## src/rtl/operand_sequencer.sv

```systemverilog
// Operand sequencer: fetches up to two operands from a register file with stack
// registers, hands them to an execute stage and optionally writes the result back.
module operand_sequencer #(
    parameter int WIDTH = 16
) (
    input  logic             clk,
    input  logic             reset,
    // Handshake (req and ex): a transfer happens on a rising edge where valid and
    // ready are both high; valid holds its payload stable until that edge.
    input  logic             req_valid,
    output logic             req_ready,
    input  logic [3:0]       req_a_sel,
    input  logic [3:0]       req_b_sel,
    input  logic [3:0]       req_dst_sel,
    input  logic             req_use_b,
    input  logic             req_wr_back,
    output logic [3:0]       rf_a_sel,
    output logic [3:0]       rf_b_sel,
    output logic             rf_a_rd_en,
    output logic             rf_b_rd_en,
    output logic             rf_a_wr_en,
    output logic [WIDTH-1:0] rf_a_wr_data,
    input  logic [WIDTH-1:0] rf_a_rd_data,
    input  logic [WIDTH-1:0] rf_b_rd_data,
    output logic             ex_valid,
    input  logic             ex_ready,
    output logic [WIDTH-1:0] ex_a,
    output logic [WIDTH-1:0] ex_b,
    input  logic             ex_result_valid,
    input  logic [WIDTH-1:0] ex_result,
    output logic [2:0]       state_dbg
);

    typedef enum logic [2:0] {
        S_IDLE    = 3'd0,
        S_READ    = 3'd1,
        S_READ_B2 = 3'd2,
        S_LATCH   = 3'd3,
        S_ISSUE   = 3'd4,
        S_WAIT    = 3'd5,
        S_WRITE   = 3'd6
    } state_t;

    state_t     state;
    logic [3:0] a_sel;
    logic [3:0] b_sel;
    logic [3:0] dst_sel;
    logic       use_b;
    logic       wr_back;
    logic       conflict;
    logic       wr_en_q;
    logic       req_conflict;

    function automatic logic is_stack(input logic [3:0] sel);
        return sel[3:1] == 3'b111;
    endfunction

    // Both operands popping the same stack must pop on separate cycles.
    assign req_conflict = req_use_b && (req_a_sel == req_b_sel) && is_stack(req_a_sel);

    // A write still pending when reset arrives is dropped immediately.
    assign rf_a_wr_en = wr_en_q & ~reset;
    assign state_dbg  = state;

    always_ff @(posedge clk) begin
        if (reset) begin
            state        <= S_IDLE;
            req_ready    <= 1'b1;
            a_sel        <= 4'h0;
            b_sel        <= 4'h0;
            dst_sel      <= 4'h0;
            use_b        <= 1'b0;
            wr_back      <= 1'b0;
            conflict     <= 1'b0;
            rf_a_sel     <= 4'h0;
            rf_b_sel     <= 4'h0;
            rf_a_rd_en   <= 1'b0;
            rf_b_rd_en   <= 1'b0;
            wr_en_q      <= 1'b0;
            rf_a_wr_data <= '0;
            ex_valid     <= 1'b0;
            ex_a         <= '0;
            ex_b         <= '0;
        end else begin
            rf_a_sel     <= 4'h0;
            rf_b_sel     <= 4'h0;
            rf_a_rd_en   <= 1'b0;
            rf_b_rd_en   <= 1'b0;
            wr_en_q      <= 1'b0;
            rf_a_wr_data <= '0;
            case (state)
                S_IDLE: begin
                    if (req_valid) begin
                        a_sel      <= req_a_sel;
                        b_sel      <= req_b_sel;
                        dst_sel    <= req_dst_sel;
                        use_b      <= req_use_b;
                        wr_back    <= req_wr_back;
                        conflict   <= req_conflict;
                        ex_a       <= '0;
                        ex_b       <= '0;
                        req_ready  <= 1'b0;
                        rf_a_sel   <= req_a_sel;
                        rf_a_rd_en <= 1'b1;
                        if (req_use_b && !req_conflict) begin
                            rf_b_sel   <= req_b_sel;
                            rf_b_rd_en <= 1'b1;
                        end
                        state <= S_READ;
                    end
                end
                S_READ: begin
                    // Stack pops deliver data in the strobe cycle itself.
                    if (is_stack(a_sel)) ex_a <= rf_a_rd_data;
                    if (use_b && !conflict && is_stack(b_sel)) ex_b <= rf_b_rd_data;
                    if (conflict) begin
                        rf_b_sel   <= b_sel;
                        rf_b_rd_en <= 1'b1;
                        state      <= S_READ_B2;
                    end else begin
                        state <= S_LATCH;
                    end
                end
                S_READ_B2: begin
                    ex_b  <= rf_b_rd_data;
                    state <= S_LATCH;
                end
                S_LATCH: begin
                    if (!is_stack(a_sel)) ex_a <= rf_a_rd_data;
                    if (use_b && !is_stack(b_sel)) ex_b <= rf_b_rd_data;
                    ex_valid <= 1'b1;
                    state    <= S_ISSUE;
                end
                S_ISSUE: begin
                    if (ex_ready) begin
                        ex_valid <= 1'b0;
                        state    <= S_WAIT;
                    end
                end
                S_WAIT: begin
                    if (ex_result_valid) begin
                        if (wr_back) begin
                            rf_a_sel     <= dst_sel;
                            wr_en_q      <= 1'b1;
                            rf_a_wr_data <= ex_result;
                            state        <= S_WRITE;
                        end else begin
                            req_ready <= 1'b1;
                            state     <= S_IDLE;
                        end
                    end
                end
                S_WRITE: begin
                    req_ready <= 1'b1;
                    state     <= S_IDLE;
                end
                default: begin
                    req_ready <= 1'b1;
                    state     <= S_IDLE;
                end
            endcase
        end
    end

endmodule

```

## config.mk

```make
export PLATFORM = sky130hd
export DESIGN_NAME = operand_sequencer
export DESIGN_NICKNAME = d
export VERILOG_FILES = /design/src/rtl/operand_sequencer.sv
export SDC_FILE = /design/constraint.sdc
export NUM_CORES = 1
export LEC_CHECK = 0
export CELL_PAD_IN_SITES_DETAIL_PLACEMENT = 0
export CELL_PAD_IN_SITES_GLOBAL_PLACEMENT = 2
export CORE_MARGIN = 2
export CORE_UTILIZATION = 26
export CTS_BUF_LIST = sky130_fd_sc_hd__clkbuf_8
export CTS_CLUSTER_SIZE = 16
export DETAILED_ROUTE_END_ITERATION = 7
export HOLD_SLACK_MARGIN = 0.05
export PLACE_DENSITY = 0.9
export SLEW_MARGIN = 0
export SYNTH_ARGS = -nofsm -noshare
export SYNTH_HDL_FRONTEND = slang
export SYNTH_SLANG_ARGS = --single-unit
```

## constraint.sdc

```tcl
create_clock -name clk -period 2.2 [get_ports clk]
set_input_delay 0.44 -clock clk [delete_from_list [all_inputs] [get_ports clk]]
set_output_delay 0.44 -clock clk [all_outputs]
set_load 0.05 [all_outputs]
```

==> out/results.tsv <==
metric	value	unit
Final Instance Area	5180	um2
Clk network pwr share	0.206	
Worst setup SP type	register	
Synth Cell Area	3510	um2
GRT Util Overall	0.140	
die height	120	um
post-synthesis adder-cell area fraction	0	
Yosys reg bits	78	
Sw Ratio	0.423	
pwr dens	1000	nW/um2
Least-Margin Pin Slew	0.992	ns
die width	120	um
Sw Pwr	2.19	mW
min cycle time layout	2.02	ns
skew final	0.0152	ns
Slew HR	0.335	
WP data arrival	1.58	ns
hold path start	a_sel[3]	
detailed-route DRC error count	0	
initial antenna violation count	0	
# resized after CTS	0	
Initial DRC Count	124	
area grow syn2layout	47.6	%
Leak Pwr	1.79	nW
Synth Area in Compound Gates	0.178	
Sink Count	78	
clock slew at reported path FFs	0.09	ns
drt pass-1 iters	5	
final period utilization	0.919	
asr flop ratio synth	0	
CP Capture Type	output port	
Clock Latency Late Sink	0.37	ns
final setup fails	0	
via/cell ratio	4.85	
reg-to-reg startpoint	state_dbg[1]	
clk buf depth	2	
Post-DP Area	4990	um2
vias in the first global route	3273	
root buffer cell	clkbuf_8	
sequential element share of the synthesized area	0.445	
total CTS buffers	9	
hold buffers post-CTS	0	
multiplexer area fraction after synthesis	0.0168	
CP Max Fanout	25	
Final ANT Viol Nets	0	
Syn Area/Cell	9.05	um2
main combinational cell family by area after synthesis	simple AND/OR/NAND/NOR gates	
postcts setup bufs	0	
Total Routed Length	10000	um
first-pass GRT wire length	16200	um
Max Freq	495	MHz
syn_nets	455	
internal power	2.99	mW
Final Hold Fails	0	
dpl hpwl	6810	um
# IOs	131	
Gate Count Post-Synth	388	
Antenna Cells	0	
final setup margin	0.179	ns
FP Rows	42	
TritonCTS clock tree	yes	
Post-synth EDFFs	0	
run status	finished clean	
Final #Nets	573	
count of pins over their slew limit	0	
via count	3328	
YS warnings	0	
crit path kind	reg -> out	
share of cells above drive strength 1	0.116	
Placer Congestion	0.752	
WL/cell	14.6	um
Synth Area in XOR/XNOR	0.00499	
max_cap viols	0	
# port buffers	130	
Die ar.	14400	um2
core box area	13200	um2
VDD IR max	0.000447	V
Synth Area in Simple Gates	0.303	
initial core utilization	0.266	
HP Class	reg -> reg	
total power	5.18	mW
Req. time, crit path	1.76	ns
H-tree depth	3	
fillers	1316	
Gate power share	0.439	
RSZ-0062 raised after global routing	no	
largest net degree at the start of global routing	56	
ys flop type	dfxtp_1	
sequential power share	0.355	
crit path launch	state_dbg[0]	
count of different cell masters after synthesis	42	
Place WS	-0.00532	ns
GRT overflow	0	
registers in the layout, summed over array words and instances, names as in the netlist:
| signal | cells |
|---|---|
| state_dbg | 3 |
| wr_back | 1 |
| ex_a | 16 |
| a_sel | 3 |
| b_sel | 4 |
| rf_b_rd_en | 1 |
| rf_a_wr_data | 16 |
| ex_b | 16 |
| conflict | 1 |
| dst_sel | 4 |
| rf_a_sel | 4 |
| wr_en_q | 1 |
| req_ready | 1 |
| use_b | 1 |
| rf_a_rd_en | 1 |
| ex_valid | 1 |
| rf_b_sel | 4 |
worst paths after layout:
kind | endpoint | slack (ns) | cells after the start
max | state_dbg[0] | 0.18 | 2
min | a_sel[3] | 0.46 | 2
max reg2reg | ex_b[13] | 0.37 | 4
min reg2reg | a_sel[3] | 0.46 | 2
placed cells by master, fill, tap and decap left out, drive strengths merged, types with 3 or more instances in the layout:
| master | count |
|---|---|
| nor3 | 3 |
| nand3 | 52 |
| nor2 | 9 |
| nand2 | 36 |
| and2 | 16 |
| nand3b | 17 |
| clkinv | 3 |
| nand4b | 16 |
| a21oi | 37 |
| o21ai | 18 |
| nor2b | 19 |
| dfxtp | 78 |
| a22o | 4 |
| inv | 3 |
| buf | 17 |
| clkbuf | 9 |
| clkdlybuf4s50 | 125 |
| o2111ai | 16 |
power groups by stage:
stage,Combinational [mW],Sequential [mW],Clock (mW)
floorplan,1.03,2.31,0
global placement,2.27,1.86,0
detailed placement,2.28,1.87,0
CTS,2.28,1.84,1.12
global route,2.44,1.87,1.17
finish,2.28,1.84,1.07
critical path, stage by stage, from the launching register on:
cell,delay [ns]
dfxtp_2,0.63
buf_4,0.39
buf_12,0.18
logic make-up (layout without fill, tap and decap cells):
group | after synthesis | after routing
xor gates and xnor gates | 2 | 2
buffers and inverters | 38 | 160
DFF | 78 | 78
and+or+nand+nor | 182 | 182
AOI/OAI and AO/OA | 84 | 84
muxes | 4 | 4
synthesized netlist by cell type (2+ instances only):
| master | number | share of area |
|---|---|---|
| dfxtp_1 | 78 | 0.44 |
| nand2_1 | 36 | 0.039 |
| and2_1 | 16 | 0.029 |
| nand4b_1 | 16 | 0.040 |
| a22o_1 | 4 | 0.010 |
| and2b_1 | 2 | 0.0043 |
| or3_1 | 2 | 0.0036 |
| inv_1 | 3 | 0.0032 |
| buf_2 | 6 | 0.0086 |
| buf_6 | 4 | 0.013 |
| nor3_1 | 3 | 0.0043 |
| nor2_1 | 9 | 0.0096 |
| nand3_1 | 52 | 0.074 |
| a31o_2 | 2 | 0.0050 |
| and3b_1 | 2 | 0.0050 |
| a21oi_1 | 37 | 0.053 |
| buf_1 | 4 | 0.0043 |
| nand3b_1 | 17 | 0.036 |
| nor2b_1 | 19 | 0.034 |
| o2111ai_2 | 16 | 0.068 |
| xor2_1 | 2 | 0.0050 |
| clkbuf_1 | 20 | 0.021 |
| a211oi_1 | 2 | 0.0043 |
| o21ai_0 | 18 | 0.026 |
through the flow:
step           utilization  cells  hold slack, ns  setup TNS [ns]
2_1_floorplan            -    388           0.432               0
3_3_place_gp         0.378    671           0.440               0
3_5_place_dp         0.378    671           0.447        -0.00863
4_1_cts              0.393    686           0.460               0
5_1_grt              0.393    686           0.481               0
6_report             0.393    686           0.461               0
area by class of cell:
class | count | area, um2 | area share
Inverter | 3 | 11.3 | 0.00217
Multi-Input combinational cell | 272 | 1770 | 0.342
Tap cell | 176 | 220 | 0.0425
Clock buffer | 9 | 124 | 0.0239
Timing Repair Buffer | 142 | 1430 | 0.275
Sequential cell | 78 | 1560 | 0.302
Clock inverter | 6 | 63.8 | 0.0123
metal layers:
metal  part of all wire  track usage  wire length, um
met1               0.47        0.182             4740
met2               0.46        0.222             4600
met3              0.055       0.0354              547
met4              0.015       0.0574              152
met5                  0            0                0
No activity file was read; power rests on OpenSTA's default activity.
